--- config.mk ---
export PLATFORM = sky130hd
export DESIGN_NAME = fpu_regfile_mp_flat
export DESIGN_NICKNAME = d
export VERILOG_FILES = /design/src/rtl/fpu_regfile_mp_if.sv /design/src/rtl/fpu_regfile_mp.sv /design/src/flat_wrapper.sv
export SDC_FILE = /design/constraint.sdc
export NUM_CORES = 2
export LEC_CHECK = 0
export CORE_ASPECT_RATIO = 1.2
export CORE_MARGIN = 2
export CORE_UTILIZATION = 27
export CTS_CLUSTER_DIAMETER = 100
export DETAILED_ROUTE_END_ITERATION = 7
export DONT_BUFFER_PORTS = 1
export SLEW_MARGIN = 20
export SYNTH_ARGS = -nofsm -noshare
export SYNTH_HDL_FRONTEND = slang
export SYNTH_SLANG_ARGS = --single-unit
--- constraint.sdc ---
create_clock -name clk_i -period 5.2 [get_ports clk_i]
set_clock_uncertainty 0.1 [all_clocks]
set_input_delay 1.04 -clock clk_i [delete_from_list [all_inputs] [get_ports clk_i]]
set_output_delay 1.04 -clock clk_i [all_outputs]
set_load 0.01 [all_outputs]
--- src/rtl/fpu_regfile_mp_if.sv ---
// Register file bus: writeback commit ports, read ports and scoreboard control.
// The master side is the pipeline (issue/writeback); the slave side is the register file.
interface fpu_regfile_mp_if #(
  parameter int REG_NUM    = 32,
  parameter int DATA_WIDTH = 32,
  parameter int FMT_WIDTH  = 3,
  parameter int N_RD       = 4,
  parameter int N_WR       = 2
);
  localparam int AW = $clog2(REG_NUM);

  logic [N_WR-1:0]                 wr_we;
  logic [N_WR-1:0][AW-1:0]         wr_addr;
  logic [N_WR-1:0][DATA_WIDTH-1:0] wr_data;
  logic [N_WR-1:0][FMT_WIDTH-1:0]  wr_fmt;
  logic [N_RD-1:0][AW-1:0]         rd_addr;
  logic [N_RD-1:0][DATA_WIDTH-1:0] rd_data;
  logic [N_RD-1:0][FMT_WIDTH-1:0]  rd_fmt;
  logic [N_RD-1:0]                 rd_busy;
  logic                            sb_set;
  logic [AW-1:0]                   sb_addr;
  logic                            sb_flush;
  logic                            init_done;

  modport master (
    output wr_we, wr_addr, wr_data, wr_fmt, rd_addr, sb_set, sb_addr, sb_flush,
    input  rd_data, rd_fmt, rd_busy, init_done
  );

  modport slave (
    input  wr_we, wr_addr, wr_data, wr_fmt, rd_addr, sb_set, sb_addr, sb_flush,
    output rd_data, rd_fmt, rd_busy, init_done
  );
endinterface

--- src/rtl/fpu_regfile_mp.sv ---
// Multi-port FPU register file with format tags, same-cycle write bypass,
// pending-write scoreboard and a one-register-per-cycle clear after reset.

// One read port: bypass from the highest-index matching write, masked to zero outside RUN.
module fpu_regfile_mp_rdport #(
  parameter int N_WR        = 2,
  parameter int AW          = 5,
  parameter int DATA_WIDTH  = 32,
  parameter int FMT_WIDTH   = 3,
  parameter int FMT_UNKNOWN = 0
) (
  input  logic                            run_i,
  input  logic [AW-1:0]                   addr_i,
  input  logic [N_WR-1:0]                 wr_we_i,
  input  logic [N_WR-1:0][AW-1:0]         wr_addr_i,
  input  logic [N_WR-1:0][DATA_WIDTH-1:0] wr_data_i,
  input  logic [N_WR-1:0][FMT_WIDTH-1:0]  wr_fmt_i,
  input  logic [DATA_WIDTH-1:0]           st_data_i,
  input  logic [FMT_WIDTH-1:0]            st_fmt_i,
  input  logic                            st_busy_i,
  output logic [DATA_WIDTH-1:0]           data_o,
  output logic [FMT_WIDTH-1:0]            fmt_o,
  output logic                            busy_o
);
  logic hit;

  always_comb begin
    hit    = 1'b0;
    data_o = st_data_i;
    fmt_o  = st_fmt_i;
    for (int k = 0; k < N_WR; k++) begin
      if (wr_we_i[k] && wr_addr_i[k] == addr_i) begin
        hit    = 1'b1;
        data_o = wr_data_i[k];
        fmt_o  = wr_fmt_i[k];
      end
    end
    busy_o = st_busy_i & ~hit;
    if (!run_i) begin
      data_o = '0;
      fmt_o  = FMT_WIDTH'(FMT_UNKNOWN);
      busy_o = 1'b0;
    end
  end
endmodule

module fpu_regfile_mp #(
  parameter int REG_NUM     = 32,
  parameter int DATA_WIDTH  = 32,
  parameter int FMT_WIDTH   = 3,
  parameter int FMT_UNKNOWN = 0,
  parameter int N_RD        = 4,
  parameter int N_WR        = 2
) (
  input logic            clk_i,
  input logic            rst_i,
  fpu_regfile_mp_if.slave bus
);
  localparam int AW = $clog2(REG_NUM);
  localparam logic [AW-1:0] LAST = AW'(REG_NUM - 1);

  typedef enum logic {INIT, RUN} state_e;

  state_e                  state_q;
  logic [AW-1:0]           cnt_q;
  logic                    init_done_q;
  logic [REG_NUM-1:0]      busy_q;
  logic [DATA_WIDTH-1:0]   data_q [REG_NUM];
  logic [FMT_WIDTH-1:0]    fmt_q  [REG_NUM];
  logic                    run;

  assign run           = (state_q == RUN) && !rst_i;
  assign bus.init_done = init_done_q;

  // Later loop iterations override earlier ones, giving the higher write port priority;
  // sb_set is applied after the write-clears so it wins on the same register.
  always_ff @(posedge clk_i) begin
    if (rst_i) begin
      state_q     <= INIT;
      cnt_q       <= '0;
      init_done_q <= 1'b0;
      busy_q      <= '0;
    end else begin
      case (state_q)
        INIT: begin
          data_q[cnt_q] <= '0;
          fmt_q[cnt_q]  <= FMT_WIDTH'(FMT_UNKNOWN);
          cnt_q         <= cnt_q + AW'(1);
          if (cnt_q == LAST) begin
            state_q     <= RUN;
            init_done_q <= 1'b1;
          end
        end
        RUN: begin
          for (int k = 0; k < N_WR; k++) begin
            if (bus.wr_we[k]) begin
              data_q[bus.wr_addr[k]] <= bus.wr_data[k];
              fmt_q[bus.wr_addr[k]]  <= bus.wr_fmt[k];
            end
          end
          if (bus.sb_flush) begin
            busy_q <= '0;
          end else begin
            for (int k = 0; k < N_WR; k++) begin
              if (bus.wr_we[k]) busy_q[bus.wr_addr[k]] <= 1'b0;
            end
            if (bus.sb_set) busy_q[bus.sb_addr] <= 1'b1;
          end
        end
        default: state_q <= INIT;
      endcase
    end
  end

  for (genvar i = 0; i < N_RD; i++) begin : g_rd
    fpu_regfile_mp_rdport #(
      .N_WR(N_WR), .AW(AW), .DATA_WIDTH(DATA_WIDTH),
      .FMT_WIDTH(FMT_WIDTH), .FMT_UNKNOWN(FMT_UNKNOWN)
    ) u_rd (
      .run_i     (run),
      .addr_i    (bus.rd_addr[i]),
      .wr_we_i   (bus.wr_we),
      .wr_addr_i (bus.wr_addr),
      .wr_data_i (bus.wr_data),
      .wr_fmt_i  (bus.wr_fmt),
      .st_data_i (data_q[bus.rd_addr[i]]),
      .st_fmt_i  (fmt_q[bus.rd_addr[i]]),
      .st_busy_i (busy_q[bus.rd_addr[i]]),
      .data_o    (bus.rd_data[i]),
      .fmt_o     (bus.rd_fmt[i]),
      .busy_o    (bus.rd_busy[i])
    );
  end
endmodule

--- src/flat_wrapper.sv ---
// flat-port wrapper written by rule: the top's interface ports become plain ports
module fpu_regfile_mp_flat 
#(
  parameter int REG_NUM     = 32,
  parameter int DATA_WIDTH  = 32,
  parameter int FMT_WIDTH   = 3,
  parameter int FMT_UNKNOWN = 0,
  parameter int N_RD        = 4,
  parameter int N_WR        = 2
)
  (clk_i, rst_i, bus_wr_we, bus_wr_addr, bus_wr_data, bus_wr_fmt, bus_rd_addr, bus_sb_set, bus_sb_addr, bus_sb_flush, bus_rd_data, bus_rd_fmt, bus_rd_busy, bus_init_done);
  fpu_regfile_mp_if #(.REG_NUM(REG_NUM), .DATA_WIDTH(DATA_WIDTH), .FMT_WIDTH(FMT_WIDTH), .N_RD(N_RD), .N_WR(N_WR)) bus_i ();
  input logic clk_i;
  input logic rst_i;
  input wire logic [$bits(bus_i.wr_we)-1:0] bus_wr_we;
  input wire logic [$bits(bus_i.wr_addr)-1:0] bus_wr_addr;
  input wire logic [$bits(bus_i.wr_data)-1:0] bus_wr_data;
  input wire logic [$bits(bus_i.wr_fmt)-1:0] bus_wr_fmt;
  input wire logic [$bits(bus_i.rd_addr)-1:0] bus_rd_addr;
  input wire logic [$bits(bus_i.sb_set)-1:0] bus_sb_set;
  input wire logic [$bits(bus_i.sb_addr)-1:0] bus_sb_addr;
  input wire logic [$bits(bus_i.sb_flush)-1:0] bus_sb_flush;
  output wire logic [$bits(bus_i.rd_data)-1:0] bus_rd_data;
  output wire logic [$bits(bus_i.rd_fmt)-1:0] bus_rd_fmt;
  output wire logic [$bits(bus_i.rd_busy)-1:0] bus_rd_busy;
  output wire logic [$bits(bus_i.init_done)-1:0] bus_init_done;
  assign bus_i.wr_we = bus_wr_we;
  assign bus_i.wr_addr = bus_wr_addr;
  assign bus_i.wr_data = bus_wr_data;
  assign bus_i.wr_fmt = bus_wr_fmt;
  assign bus_i.rd_addr = bus_rd_addr;
  assign bus_i.sb_set = bus_sb_set;
  assign bus_i.sb_addr = bus_sb_addr;
  assign bus_i.sb_flush = bus_sb_flush;
  assign bus_rd_data = bus_i.rd_data;
  assign bus_rd_fmt = bus_i.rd_fmt;
  assign bus_rd_busy = bus_i.rd_busy;
  assign bus_init_done = bus_i.init_done;
  fpu_regfile_mp #(.REG_NUM(REG_NUM), .DATA_WIDTH(DATA_WIDTH), .FMT_WIDTH(FMT_WIDTH), .FMT_UNKNOWN(FMT_UNKNOWN), .N_RD(N_RD), .N_WR(N_WR)) u_core (.clk_i(clk_i), .rst_i(rst_i), .bus(bus_i));
endmodule
# Word level (Yosys, flattened, before mapping)
# Memories as Yosys holds them, arrays and structs flattened.
# Index checks and enable logic that the tools add are counted.
[classes] n_eq_ne=9 n_reduce_logical=16 order_cmp=10 addsub=1 n_mux=79 bitwise=14
[op_table] op="$mux 32" n=23
[op_table] op="$and 32x32->32" n=2
[op_table] op="$not 32->32" n=2
[op_table] op="$lt 5x6->1 const B" n=7
[op_table] op="$eq 5x5->1" n=8
[op_table] op="$mux 3" n=13
[op_table] op="$mux 1" n=34
[op_table] op="$or 32x32->32" n=1
[op_table] op="$reduce_or 32->1" n=1
[op_table] op="$bmux 1 s5" n=4
[op_table] op="$demux 1 s5" n=3
[op_table] op="$ge 5x1->1 const B" n=3
[op_table] op="$logic_and 1x1->1" n=12
[op_table] op="$mux 5" n=2
[op_table] op="$add 5x1->5 const B" n=1
[op_table] op="$eq 5x5->1 const B" n=1
[op_table] op="$not 1->1" n=5
[op_table] op="$and 1x1->1" n=4
[op_table] op="$reduce_or 3->1" n=1
[op_table] op="$reduce_and 2->1" n=1
[op_table] op="$logic_not 1->1" n=1
[word_totals] inputBits=111 memories=2 word_cells=135 ramBits=1120 register_bits=39 out_inout_bits=145
[memory_table] name="u_core.data_q" words=32 width=32 rd=4 rd_ports_with_merged_regs=0 write_ports=2 line_no="fpu_regfile_mp.sv:68" rtl="logic [DATA_WIDTH-1:0] data_q [REG_NUM];"
[memory_table] name="u_core.fmt_q" words=32 width=3 rd=4 rd_ports_with_merged_regs=0 write_ports=2 line_no="fpu_regfile_mp.sv:69" rtl="logic [FMT_WIDTH-1:0] fmt_q [REG_NUM];"

# Depth between registers and ports, before layout
[depth] word_depth=18 depth_mapped=11 depth_no_buf=6

# Hierarchy
# A second synthesis with hierarchy kept.
[hier_totals] cells_unflattened=10237 hier_area_um2=92615.1
[modules_own_cells] module="fpu_regfile_mp" n_inst=1 cells_per_inst=9485 seq_area_each_um2=34413.0 area_each_um2=87770.4
[modules_own_cells] module="fpu_regfile_mp_rdport" n_inst=4 cells_per_inst=188 seq_area_each_um2=0.0 area_each_um2=1211.2

# Worst setup path after synthesis
# OpenSTA, ideal clock, no wires.
[synth_path] kind="input -> register" start="input port rst_i" end="memory u_core.data_q[12][0], enable pin" stages=9 slack_ps=-22 arrival_time_ps=4647 path_buffers=4 setup_ps=476 required_ps=4624 cell_sequence="nor2b_4 buf_2 buf_6 buf_6 buf_6 nand2_1 nor3_1 a21oi_1 o21ai_0"
[synth_lines] element="start: declaration" line_no="flat_wrapper.sv:14" rtl="input logic rst_i;"
[synth_lines] element="end: declaration" line_no="fpu_regfile_mp.sv:68"

# Worst setup path after layout
[layout_path] start="input port bus_rd_addr[10]" end="output port bus_rd_data[71]"
[layout_via] elab_chain_len=5 elab_cells_between_ends=8 classes_between="eq/ne (2); mux (3); reduce/logical (2); memory (1)"
[layout_lines] element="start: declaration" line_no="flat_wrapper.sv:19" rtl="input wire logic [$bits(bus_i.rd_addr)-1:0] bus_rd_addr;"
[layout_lines] element="branches (longest 3 deep; another with $mem_v2 32x32)"
[layout_lines] element="$mux 32 (*)" line_no="fpu_regfile_mp.sv:32" rtl="if (wr_we_i[k] && wr_addr_i[k] == addr_i) begin"
[layout_lines] element="$mux 32 (*)" line_no="fpu_regfile_mp.sv:39" rtl="if (!run_i) begin"
[layout_lines] element="end: declaration" line_no="flat_wrapper.sv:23" rtl="output wire logic [$bits(bus_i.rd_data)-1:0] bus_rd_data;"
# Every way passes the cells marked *.

==> impl_metrics.yaml <==
power_and_ir_drop:
  peakVddDrop_v: 0.000297
  leakage_nw: 25.2
  power_density_mw_per_mm2: 220
logic_synthesis:
  synthCells: 6880
  synthDominantCellAreaShare_pct: 38.6
  synthFlopType: "edfxtp_1"
  syn-num-nets: 6993
  synthXorXnorAreaFrac_pct: 0.432
  synth_compound_area_share_pct: 9.91
  synthSimpleGateAreaFrac_pct: 7.90
  synthMuxAreaShare_pct: 37.2
  synthArstFlopShare_pct: 0
  ys_types: 51
  yosysWarnings: 0
  yosysTopAreaCell: "edfxtp_1"
  synth_fa_ha_area_share_pct: 0.0287
  synth_top_family_by_area: "multiplexers"
  ys_ff_latch: 1159
  synth_edf_count: 1120
  avgSynthCellArea_um2: 12.7
  synth.area.top_cells: "edfxtp_1 39%, mux4_2 37%, o21ai_0 6.9%"
  synth-seq-area-share_pct: 39.5
  syn_area_mm2: 0.0871
grt:
  grt_max_degree: 294
  track_usage_pct: 24.5
  first_global_vias: 67000
  overflow: 0
  antenna_found_initial: 26
  grt_pass1_wl_um: 558000
timing:
  max_freq_mhz: 182
  worst_pin_slew_ps: 2130
  slew_viol_final: 261
  period_share_pct: 106
  period_needed_ps: 5500
  setup_violations: 12
  maxSlewHeadroom_pct: -42.0
  timing.final.ws_setup_ps: -302
  hold_viol: 0
  grt_setup_unrepaired: "no"
clock_tree:
  root_buffer: "clkbuf_16"
  cts-buffers-inserted: 111
  clkTransAtPathRegs_ps: 70
  clock_latency_ps: 750
  max-clock-path-buffers: 3
  clock_sink_count: 1159
  htree_levels: 3
  cts_hold_buf: 0
  cts_tree: "built"
finish:
  syn_to_final_growth_pct: 9.63
  multiInputGateArea_mm2: 0.0491
  final_common_cell: "mux4_2"
  drive_gt1_share_pct: 30.0
  final_cells: 10700
  seqCellArea_mm2: 0.0344
  nets: 6425
  final_cell_mix: "1427 x mux4_2, 1366 x nand2_1, 1189 x o21ai_0, 1120 x edfxtp_1, 157 x buf_4"
  nFillCells: 32100
detailed_routing:
  drcViolationCount: 7
  drtIter0Drc: 12600
  drt_pass1_iterations: 8
  ant_nets: 0
  vias: 70800
  viasPerCell: 6.61
  routedWlPerCell_um: 38.7
  wl_um: 414000
worst_setup_path:
  reg2reg_slack_ps: 1030
  r2r_cells: 7
  path_max_fanout: 284
  critPathRequiredTime_ps: 4060
  worstPathArrival_ps: 4360
  crit_path_end_kind: "output pin"
  timing.rr.end: "u_core.data_q[13][16]"
  path_class: "input port to output pin"
  r2r_start: "u_core.state_q"
  cp-start-kind: "input port"
min_path:
  hold_path.class: "input port to flop"
  min_from: "rst_i"
  whs_endpoint: "u_core.state_q"
  worstHoldPathCells: 1
placed_design:
  hpwlAfterDp_um: 232000
  place_inst: 10400
  post-place-ws_ps: -245
  gp_congestion: 0.968
  io_buffers: 0
flow_run:
  cap_violations: 0
floorplanning:
  fp.dieArea_mm2: 0.327
  fp.dieH_um: 626
  initial_core_util_pct: 27.1
  die_w_um: 522
  core_mm2: 0.321
  fp-row-count: 228
  io_pins: 256
outcome:
  failed_checks: "DRC, slew limit, setup timing"
  status: "complete, but fails checks"
[cells by family after synthesis]
family | after synthesis
compound gates | 1543
xor+xnor | 43
fa+ha+maj | 2
buf+inv | 1007
flops | 1159
mux | 1449
simple gates | 1677
[worst max-delay path: stages]
cell	delay, ps
mux4_2	1140
mux4_2	480
nand2_1	450
o221ai_2	310
[per-layer routing]
| layer | vias up | routed length, um | GRT usage [%] |
|---|---|---|---|
| li1 | 26300 | - | - |
| met1 | 35000 | 114000 | 25.2 |
| met2 | 7178 | 187000 | 38.1 |
| met3 | 2279 | 60100 | 8.35 |
| met4 | 22 | 52600 | 25.0 |
| met5 | - | 136 | 0 |
[worst max path at each step]
stage	startpoint	endpoint	slack (ps)	cells past startpoint
3_3_place_gp	bus_rd_addr[0]	bus_rd_data[18]	-350	8
5_1_grt	bus_rd_addr[0]	bus_rd_data[18]	9	11
6_report	bus_rd_addr[10]	bus_rd_data[71]	-300	4
3_5_place_dp	bus_rd_addr[0]	bus_rd_data[18]	-240	8
2_1_floorplan	rst_i	u_core.data_q[12][0]	-20	9
4_1_cts	bus_rd_addr[0]	bus_rd_data[18]	100	11
[synthesized netlist by cell type, types with 13 or more instances]
cell	count
a22oi_1	143
and2_1	35
and3_1	44
buf_1	52
buf_2	232
buf_4	48
buf_6	20
clkbuf_1	546
dfxtp_1	39
edfxtp_1	1120
inv_1	108
mux2i_1	21
mux4_2	1427
nand2_1	1384
nand3_1	47
nand3b_1	20
nor2_1	66
nor3_1	21
o211ai_1	36
o21ai_0	1205
o21ai_1	16
o221ai_1	101
o22ai_1	18
xnor2_1	13
xor2_1	30
[registers in the layout, indices dropped and copies added (netlist names)]
| register | flops |
|---|---|
| u_core.fmt_q | 96 |
| u_core.bus.init_done | 1 |
| u_core.state_q | 1 |
| u_core.data_q | 1024 |
| u_core.cnt_q | 5 |
| u_core.busy_q | 32 |
[report_power, final]
group          switching (mW)  leakage, nW  internal [mW]  total, mW
sequential             0.0536         9.02           10.1       10.2
clock                    4.14         1.81           4.77       8.91
combinational           0.907         14.4           1.01       1.92
total                    5.10         25.2           15.9       21.0
[timing repair]
item                                    4_1_cts  5_1_grt
gates resized for setup                       3        5
endpoints found under the setup margin        1       20
pin swaps                                     3        3
gates cloned                                  1        4
setup buffers                                 7        1
[final cells by class]
cell class              count  area share [%]
repair buffers            216            2.53
diodes                     41           0.107
inverters                 109           0.434
multi-input cells        4715            51.4
clock inverters            79           0.938
well taps                4255            5.58
clock buffers             125            2.99
flip-flops and latches   1159            36.0
[through the flow]
step / total power [mW] / hold WS [ps] / area, um2 / util [%] / setup TNS [ps]
after floorplan: 12.0 / 379 / 87100 / - / -3850
after CTS: 20.7 / 225 / 95100 / 29.6 / 0
after global placement: 12.0 / 397 / 91200 / 28.4 / -639
after global routing: 21.2 / 256 / 95400 / 29.7 / 0
final: 21.0 / 254 / 95500 / 29.7 / -2200
after detailed placement: 12.0 / 415 / 91300 / 28.4 / -245
Power figures use the tool's default switching activity.
